**src/rtl/clr_sched.sv**
```systemverilog
// clr_sched: timed/periodic clear-pulse scheduler with sw req/ack for the m01 stage.
// Define CLR_SCHED_CNT_EN to add the saturating clr_cnt_o pulse counter.
module clr_sched #(
  parameter int W  = 16,
  parameter int PW = 1,
  parameter int CW = 8
) (
  input  logic          clk_i,
  input  logic          rst_i,
  input  logic          en_i,
  input  logic          mode_i,
  input  logic [W-1:0]  gap_i,
  input  logic          sw_req_i,
  output logic          sw_ack_o,
  output logic          clr_o,
`ifdef CLR_SCHED_CNT_EN
  output logic [CW-1:0] clr_cnt_o,
`endif
  output logic          busy_o
);

  localparam int PWW = (PW > 1) ? $clog2(PW) : 1;
  localparam logic [PWW-1:0] PW_LAST = PWW'(PW - 1);

  typedef enum logic [1:0] {
    S_IDLE,
    S_WAIT,
    S_PULSE,
    S_DONE
  } state_t;

  state_t         state_q, state_d;
  state_t         ret_q, ret_d;
  state_t         nat;
  logic [W-1:0]   timer_q, timer_d;
  logic [PWW-1:0] pw_q, pw_d;
  logic           armed_q, armed_d;
  logic           mode_q, mode_d;
  logic           swp_q, swp_d;
  logic           ack_q, ack_d;
  logic           reload, pexit, accept, entry;

  always_comb begin
    state_d = state_q;
    ret_d   = ret_q;
    timer_d = timer_q;
    pw_d    = pw_q;
    mode_d  = mode_q;
    swp_d   = swp_q;
    ack_d   = 1'b0;
    armed_d = sw_req_i ? armed_q : 1'b1;
    nat     = state_q;
    reload  = 1'b0;
    pexit   = 1'b0;
    unique case (state_q)
      S_IDLE: if (en_i) reload = 1'b1;
      S_WAIT: begin
        if (!en_i) nat = S_IDLE;
        else if (timer_q == '0) nat = S_PULSE;
        else timer_d = timer_q - W'(1);
      end
      S_PULSE: begin
        if (pw_q != PW_LAST) begin
          pw_d = pw_q + PWW'(1);
        end else begin
          pexit = 1'b1;
          if (!en_i) nat = S_IDLE;
          else if (swp_q) begin
            if (ret_q == S_WAIT) reload = 1'b1;
            else nat = ret_q;
          end
          else if (mode_q) reload = 1'b1;
          else nat = S_DONE;
        end
      end
      S_DONE: if (!en_i) nat = S_IDLE;
      default: nat = S_IDLE;
    endcase
    if (reload) begin
      mode_d = mode_i;
      if (gap_i == '0) begin
        nat = S_PULSE;
      end else begin
        nat     = S_WAIT;
        timer_d = gap_i - W'(1);
      end
    end
    state_d = nat;
    accept  = sw_req_i && armed_q && (state_q != S_PULSE || pexit);
    // A request landing on a timed entry merges into that timed pulse.
    if (accept) begin
      state_d = S_PULSE;
      ack_d   = 1'b1;
      armed_d = 1'b0;
      swp_d   = (nat != S_PULSE);
      ret_d   = nat;
    end
    entry = (state_d == S_PULSE) && (state_q != S_PULSE || pexit);
    if (entry) pw_d = '0;
    if (entry && !accept) swp_d = 1'b0;
  end

  always_ff @(posedge clk_i) begin
    if (rst_i) begin
      state_q <= S_IDLE;
      ret_q   <= S_IDLE;
      timer_q <= '0;
      pw_q    <= '0;
      armed_q <= 1'b1;
      mode_q  <= 1'b0;
      swp_q   <= 1'b0;
      ack_q   <= 1'b0;
    end else begin
      state_q <= state_d;
      ret_q   <= ret_d;
      timer_q <= timer_d;
      pw_q    <= pw_d;
      armed_q <= armed_d;
      mode_q  <= mode_d;
      swp_q   <= swp_d;
      ack_q   <= ack_d;
    end
  end

  assign clr_o    = (state_q == S_PULSE);
  assign busy_o   = (state_q != S_IDLE);
  assign sw_ack_o = ack_q;

`ifdef CLR_SCHED_CNT_EN
  logic [CW-1:0] cnt_q, cnt_d;

  always_comb begin
    cnt_d = cnt_q;
    if (entry && cnt_q != '1) cnt_d = cnt_q + CW'(1);
  end

  always_ff @(posedge clk_i) begin
    if (rst_i) cnt_q <= '0;
    else       cnt_q <= cnt_d;
  end

  assign clr_cnt_o = cnt_q;
`endif

endmodule

```
**config.mk**
```make
export PLATFORM = sky130hd
export DESIGN_NAME = clr_sched
export DESIGN_NICKNAME = d
export VERILOG_FILES = /design/src/rtl/clr_sched.sv
export SDC_FILE = /design/constraint.sdc
export NUM_CORES = 1
export LEC_CHECK = 0
export BUFFER_PORTS_ARGS = -buffer_cell sky130_fd_sc_hd__buf_2
export CORE_ASPECT_RATIO = 0.6
export CORE_MARGIN = 2
export CORE_UTILIZATION = 53
export CTS_BUF_LIST = sky130_fd_sc_hd__clkbuf_2
export DETAILED_ROUTE_END_ITERATION = 7
export GPL_TIMING_DRIVEN = 1
export PLACE_DENSITY_LB_ADDON = 0.25
export SLEW_MARGIN = 20
export SYNTH_ARGS = -nofsm -noshare
export SYNTH_HDL_FRONTEND = slang
export SYNTH_SLANG_ARGS = --single-unit
export TNS_END_PERCENT = 1
```
**constraint.sdc**
```tcl
create_clock -name clk_i -period 1.9 [get_ports clk_i]
set_input_delay 0.285 -clock clk_i [delete_from_list [all_inputs] [get_ports clk_i]]
set_output_delay 0.285 -clock clk_i [all_outputs]
set_load 0.02 [all_outputs]
```
## Yosys cells after proc, flatten, opt, wreduce, memory -nomap -nowiden

Cells that the tools add are included.

| cells by class | value |
|---|---|
| add/sub/neg operators | 3 |
| equality and inequality tests | 8 |
| muxes and demuxes | 30 |
| reductions and logical operators | 12 |

Operator list:

| kind | count |
|---|---|
| $mux W16 | 5 |
| $logic_not A16 Y1 | 2 |
| $sub A16 B1 Y16 const B | 2 |
| $mux W2 | 11 |
| $mux W1 | 12 |
| $eq A2 B2 Y1 const B | 3 |
| $pmux W2 S3 | 1 |
| $eq A2 B1 Y1 const B | 2 |
| $logic_and A1 B1 Y1 | 4 |
| $ne A2 B2 Y1 const B | 2 |
| $reduce_or A2 Y1 | 2 |
| $logic_not A2 Y1 | 1 |
| $ne A2 B1 Y1 const B | 1 |
| $pmux W1 S2 | 1 |
| $reduce_bool A2 Y1 | 1 |
| $add A1 B1 Y1 const B | 1 |
| $logic_not A1 Y1 | 1 |
| $logic_or A1 B1 Y1 | 1 |

| storage, ports and cells | value |
|---|---|
| register bits | 25 |
| input port bits | 21 |
| output and inout port bits | 3 |

## Longest topological paths before layout

Gate-level depths: netlist of the first run.

| depth | value |
|---|---|
| word-level depth | 12 |
| gate-level depth with buffers | 8 |

## Worst setup path before layout of the first run

No wires, ideal clock.

| path | value |
|---|---|
| kind | input port to flip-flop |
| start | input gap_i[0] |
| end | register timer_q[6] |
| setup time | 0.157 ns |
| data arrival time | 1.804 ns |
| data required time | 1.743 ns |
| slack | -0.061 ns |
| stages on the path | 8 |
| path buffers | 1 |
| cells stage by stage | inv_1 -> ha_1 -> or4b_4 -> nand2b_4 -> o31a_1 -> buf_2 -> a211oi_1 -> a311oi_1 |

| between the ends | value |
|---|---|
| word-level cells in the longest chain between the ends | 3 |
| elaborated cells on any way between the ends | 4 |
| those cells by class | add/sub: 1; mux: 2; reduce/logical: 1 |

RTL lines:

| item | RTL line | RTL |
|---|---|---|
| start: declaration | 12 | `input logic [W-1:0] gap_i,` |
| $sub A16 B1 Y16 or $logic_not A16 Y1 (tied branches) | 85, 81 |  |
| $mux W16 * | 81 | `if (gap_i == '0) begin` |
| $mux W16 * | 79 | `if (reload) begin` |
| end signal: assignment | 116 | `timer_q <= timer_d;` |
| end: declaration | 35 | `logic [W-1:0] timer_q, timer_d;` |

Every way passes the cells marked *; elsewhere a longest branch is shown, timed or not.
A chain may end at the register's enable or synchronous reset.

## Worst setup path after layout of the first run

| path | value |
|---|---|
| start | register timer_q[1] |
| end | register swp_q |

| between the ends | value |
|---|---|
| word-level cells in the longest chain between the ends | 10 |
| elaborated cells on any way between the ends | 11 |
| those cells by class | eq/ne: 2; mux: 5; reduce/logical: 4 |

RTL lines:

| item | RTL line | RTL |
|---|---|---|
| $logic_not A16 Y1 * | 59 | `else if (timer_q == '0) nat = S_PULSE;` |
| $mux W2 * | 59 |  |
| $mux W2 * | 58 | `if (!en_i) nat = S_IDLE;` |
| $pmux W2 S3 * | 55 | `unique case (state_q)` |
| $mux W2 * | 79 |  |
| $mux W2 | 91 | `if (accept) begin` |
| $eq A2 B2 Y1 | 98 | `entry = (state_d == S_PULSE) && (state_q != S_PULSE \|\| pexit);` |
| $logic_and A1 B1 Y1 | 98 |  |
| $logic_and A1 B1 Y1 | 100 | `if (entry && !accept) swp_d = 1'b0;` |
| $reduce_or A2 Y1 (no source line) | n/a |  |
| end signal: assignment | 120 | `swp_q <= swp_d;` |
| end: declaration | 39 | `logic swp_q, swp_d;` |

Marks and branches as above.

==> out/summary.txt, run 1 <==
drt pass-1 iters -> 4
crit path DAT -> 2280 ps
worst r2r path cells -> 8
Starting Density -> 0.566
Placed Cells -> 287
failing checks -> negative setup slack
nets -> 275
# IOs -> 24
htree depth -> 1
CTS tree -> yes
yosys warns -> 0
final setup fails -> 11
count of state elements after synthesis -> 24
Crit path max-delay family -> simple AND/OR/NAND/NOR gates
Max Cap Viol -> 0
post-synthesis sequential area ratio -> 0.292
clk sinks -> 24
Sequential Area -> 485 µm²
number of buffers added on ports -> 23
Final Instance Count excl. Fillers -> 292
clk buf depth -> 2
final worst slack -> -112 ps
FMAX -> 497 MHz
initial drt markers -> 165
ANT cells -> 0
clk slew on worst S/H paths -> 220 ps
Yosys cell types -> 53
Slew Limit Headroom -> 0.721
vias per cell -> 5.95
Avg WL per Cell -> 16.6 µm
WHS Path Cells -> 2
minimum clock period -> 2010 ps
CP max stage delay -> 460 ps
CP max FO -> 3
Die Span Y -> 47.2 µm
layout cells sized above 1 -> 0.416
dpl hpwl -> 3.79 mm
via count -> 1738
outcome -> finished with violations
Routed Antenna Nets -> 0
Hold Crit Class -> in2reg
Synth-to-Final Area Change -> 34.4%
Synth Flop Type -> dfxtp_1
crit path cell chain -> inv_2 > ha_4 > or4b_4 > nor4_4 > buf_4 > o31a_4 > nand3_2 > o221a_1
CTS root buffer -> clkbuf_2
EDFF count, synth -> 0
initial antenna violation count -> 0
global route overflow -> 0
Synth Net Count -> 217
WS Path Type -> reg2reg
Leak Pwr -> 0.842 nW
CP required -> 2170 ps
Critical path buffers and inverters -> 2
Worst setup SP type -> register
RSZ-0062 raised after global routing -> yes
die area -> 3580 µm²
fraction of registers with async set/reset -> 0
multi-input logic area -> 1220 µm²
worst hold slack -> 85.2 ps
largest net degree at the start of global routing -> 21
Post-CTS Hold Buffers -> 0
Slew Limit Fails -> 0
vias in the first global route -> 1620
CP max-delay cell -> or4b_4
Post-Syn Area per Cell -> 8.49 µm²
Placer Congestion -> 0.901
setup TNS -> -590 ps
clock buffer count from CTS -> 3
Pwr Density -> 646 nW/µm²
drt total wl -> 4.86 mm
Hold Fails Final Rpt -> 0
num rows -> 15
Final Total Pwr -> 1.43 mW
All-Layer GR Usage -> 0.279
Mapped Area -> 1650 µm²
clock latency on the worst-skew pair -> 350 ps
Fillers -> 220
CP endpoint kind -> register
first-pass GRT wire length -> 7.58 mm
Final period util -> 1.06
maximum VDD drop -> 425 µV
number of cells on the critical path -> 8
Post-Synthesis Cells -> 194
die width -> 76.0 µm
Core Region -> 2910 µm²
worst clock skew -> 7.47 ps
Worst-Margin Slew -> 419 ps
Residual DRC -> 0
-- cell families (layout without fill, tap and decap cells) --
kind of cell	after synthesis	in the layout	synth area share
compound gates	40	40	0.195
xor+xnor	19	19	0.101
fa+ha+maj	2	2	0.0152
buf+inv	14	70	0.0357
flops	24	24	0.292
mux	4	4	0.0243
simple gates	91	91	0.337
-- through the flow --
stage | instance area (µm²) | setup WS [ps] | util
after detailed placement | 2080 | -429 | 0.715
after global routing | 2210 | -172 | 0.761
final | 2210 | -112 | 0.761
after floorplan | 1680 | -14.4 | -
after CTS | 2100 | -104 | 0.721
after global placement | 2080 | -303 | 0.715
-- cells in the mapped netlist, types with 2 or more instances --
| cell type | n | area, µm² |
|---|---|---|
| dfxtp_1 | 24 | 480 |
| nor2_1 | 22 | 82.6 |
| xnor2_1 | 16 | 140 |
| a211oi_1 | 13 | 97.6 |
| nand2_1 | 11 | 41.3 |
| nor3_1 | 11 | 55.1 |
| nor4_1 | 8 | 50.1 |
| inv_1 | 7 | 26.3 |
| a21oi_1 | 6 | 30.0 |
| nand2b_1 | 5 | 31.3 |
| mux2i_1 | 4 | 40.0 |
| a311oi_1 | 3 | 26.3 |
| clkbuf_1 | 3 | 11.3 |
| nand3_1 | 3 | 15.0 |
| nand4_1 | 3 | 18.8 |
| nor2b_1 | 3 | 18.8 |
| o21ai_0 | 3 | 15.0 |
| or2_2 | 3 | 18.8 |
| xor2_1 | 3 | 26.3 |
| buf_2 | 2 | 10.0 |
| ha_1 | 2 | 25.0 |
| nand3b_1 | 2 | 15.0 |
| nand4b_1 | 2 | 17.5 |
| nor3b_1 | 2 | 15.0 |
| nor4_2 | 2 | 25.0 |
| nor4bb_1 | 2 | 20.0 |
| o31a_1 | 2 | 17.5 |
| or4_4 | 2 | 22.5 |
-- sequential cells by signal, indices dropped and copies added, names as in the netlist --
| signal | count |
|---|---|
| timer_q | 16 |
| ret_q | 2 |
| state_q | 2 |
| armed_q | 1 |
| mode_q | 1 |
| sw_ack_o | 1 |
| swp_q | 1 |
-- placed cells by master, fill, tap and decap left out, types with 6 or more instances in the layout --
cell      netlist  layout
nor2_1         22      19
nor3_1         11       9
a21oi_1         6       6
nand2_1        11      11
dfxtp_1        24      20
nor4_1          8       7
buf_2           2      23
xnor2_1        16      16
buf_4           1      35
a211oi_1       13       9
-- area by class of cell --
cell class,instances,share of cell area
multi-input combinational,156,0.553
sequential,24,0.219
timing repair buffer,60,0.185
tap,42,0.0237
inverter,7,0.0119
clock buffer,3,0.00678
-- where the power goes --
part	switching, mW	leakage [nW]	internal [mW]	total (mW)
Sequential	0.0456	0.200	0.558	0.603
Combinational	0.322	0.630	0.308	0.630
Clock	0.153	0.0125	0.0430	0.196
Total	0.521	0.842	0.909	1.43
-- worst paths after layout --
path / from / endpoint / slack [ps]
worst min register to register: armed_q$_SDFFE_PP1P_ / sw_ack_o$_SDFF_PP0_ / 510
worst min-delay path: sw_req_i / armed_q$_SDFFE_PP1P_ / 90
worst max register to register: timer_q[1]$_SDFF_PP0_ / swp_q$_SDFFE_PP0P_ / -110
worst max-delay path: timer_q[1]$_SDFF_PP0_ / swp_q$_SDFFE_PP0P_ / -110
-- layer usage --
layer | part of all wire | vias up | track usage
met5 | 0 | - | 0
met4 | 0.0089 | 0 | 0.0909
met3 | 0.084 | 6 | 0.0596
met2 | 0.45 | 77 | 0.475
met1 | 0.45 | 813 | 0.370
li1 | - | 842 | -
-- worst reg2reg max path, stage by stage, from the launching register on --
cell,delay (ps)
dfxtp_2,370
inv_2,60
ha_4,130
or4b_4,460
nor4_4,300
buf_4,170
o31a_4,150
nand3_2,80
o221a_1,210
-- what timing repair did --
action | 4_1_cts | 5_1_grt
setup endpoints to repair | 12 | 18
resized for setup | 2 | 24
pin swaps | 1 | 9
setup buffers | 0 | 2
Note: power is estimated with default switching activity, not from simulation.
==> run 2: changes to the inputs <==
--- a/config.mk
+++ b/config.mk
@@ -12,6 +12,7 @@
 export CTS_BUF_LIST = sky130_fd_sc_hd__clkbuf_2
 export DETAILED_ROUTE_END_ITERATION = 7
 export GPL_TIMING_DRIVEN = 1
+export MAX_ROUTING_LAYER = met4
 export PLACE_DENSITY_LB_ADDON = 0.25
 export SLEW_MARGIN = 20
 export SYNTH_ARGS = -nofsm -noshare
==> run 2 against run 1 <==
The run still ends with negative setup slack left. Clock power is essentially flat. Clock skew shrank 1.8 ps. Total power shrank 3.7%. Utilization shrank 2.8 points.
==> out/summary.txt, run 2 (same netlist as run 1, synthesis figures left out) <==
outcome -> finished with violations
failing checks -> negative setup slack
Starting Density -> 0.566
CTS root buffer -> clkbuf_2
worst hold slack -> 91.3 ps
clock latency on the worst-skew pair -> 340 ps
num rows -> 15
vias in the first global route -> 1660
CP max stage delay -> 580 ps
Slew Limit Headroom -> 0.732
CP max-delay cell -> or4_4
design area -> 2130 µm²
# IOs -> 24
Worst setup SP type -> register
worst clock skew -> 5.71 ps
first-pass GRT wire length -> 7.94 mm
Core Region -> 2910 µm²
final setup fails -> 7
initial antenna violation count -> 0
top flop regs -> timer_q (16), ret_q (2), state_q (2)
worst reg2reg path startpoint -> timer_q[6]$_SDFF_PP0_
layout cells sized above 1 -> 0.397
Pwr Density -> 645 nW/µm²
clk sinks -> 24
clk slew on worst S/H paths -> 220 ps
max FFs per register -> 16
Crit path max-delay family -> simple AND/OR/NAND/NOR gates
commonest cells after routing, fill and taps aside -> buf_4 (34), buf_2 (23), dfxtp_1 (20), nor2_1 (19), xnor2_1 (16)
die area -> 3580 µm²
Placed Cells -> 286
largest net degree at the start of global routing -> 21
crit path DAT -> 2270 ps
CP max FO -> 4
FMAX -> 493 MHz
Final Util -> 0.733
most common cell after layout, fill and taps aside -> buf_4
CP endpoint kind -> register
Hold Crit Class -> in2reg
r2r setup slk -> -130 ps
minimum clock period -> 2030 ps
vias per cell -> 6.17
Routed Antenna Nets -> 0
final worst slack -> -129 ps
Max Cap Viol -> 0
drt pass-1 iters -> 4
Avg WL per Cell -> 16.7 µm
die width -> 76.0 µm
All-Layer GR Usage -> 0.302
setup TNS -> -337 ps
Post-DP Area -> 2060 µm²
CP required -> 2140 ps
Leak Pwr -> 0.810 nW
nets -> 272
maximum VDD drop -> 439 µV
Worst-Margin Slew -> 399 ps
Hold Fails Final Rpt -> 0
via count -> 1783
global route overflow -> 0
htree depth -> 1
WS Path Type -> reg2reg
RSZ-0062 raised after global routing -> yes
initial drt markers -> 145
Final Instance Count excl. Fillers -> 289
Die Span Y -> 47.2 µm
Final period util -> 1.07
clock buffer count from CTS -> 3
dpl hpwl -> 3.85 mm
clk buf depth -> 2
Placer Congestion -> 0.952
Hold Crit Start -> sw_req_i
number of buffers added on ports -> 23
ANT cells -> 0
crit path cell chain -> or4_4 > nor4_4 > buf_4 > nor2_2 > o221ai_1 > a21oi_1
Synth-to-Final Area Change -> 29.6%
Slew Limit Fails -> 0
Most flops, register -> timer_q
crit path from -> timer_q[6]$_SDFF_PP0_
CTS tree -> yes
Residual DRC -> 0
drt total wl -> 4.83 mm
Critical path buffers and inverters -> 1
Post-CTS Hold Buffers -> 0
[run 2: cell count changes in the layout (fill, tap and decap cells not counted), sizes merged]
cell  change
buf       -3
[run 2: cell type report]
class / instances / area (µm²)
Inverter: 7 / 26.3
Timing Repair Buffer: 57 / 370
Tap cell: 42 / 52.6
Multi-Input combinational cell: 156 / 1180
Clock buffer: 3 / 15.0
Sequential cell: 24 / 485
Fill cell: 223 / 776
[run 2: worst paths after layout]
path	end	cells after the start
min reg2reg	sw_ack_o$_SDFF_PP0_	1
max	timer_q[1]$_SDFF_PP0_	6
max reg2reg	timer_q[1]$_SDFF_PP0_	6
min	armed_q$_SDFFE_PP1P_	2
[run 2: timing repair]
action / CTS / global route
pin swaps: 7 / 5
buffers inserted: 0 / 0
gates resized for setup: 11 / 8
setup endpoints to repair: 10 / 19
[run 2: per-stage QoR]
step	setup WS (ps)	total power, mW
after global placement	-257	1.13
after CTS	-81.2	1.36
after floorplan	-14.4	0.927
after detailed placement	-323	1.15
after global routing	-221	1.45
final	-129	1.38
[run 2: report_power, final]
part / switching [mW] / internal, mW
Combinational: 0.302 / 0.278
Sequential: 0.0457 / 0.558
Clock: 0.150 / 0.0430
Total: 0.497 / 0.879
[run 2: worst register-to-register path: stages, from the launching register on]
cell and delay (ps):
dfxtp_2 390, or4_4 580, nor4_4 350, buf_4 190
nor2_2 50, o221ai_1 240, a21oi_1 130
[run 2: metal layers]
metal | routed length [µm] | track usage
met5 | 0 | -
met2 | 2170 | 0.509
met1 | 2150 | 0.394
met4 | 48 | 0.0836
met3 | 456 | 0.0442
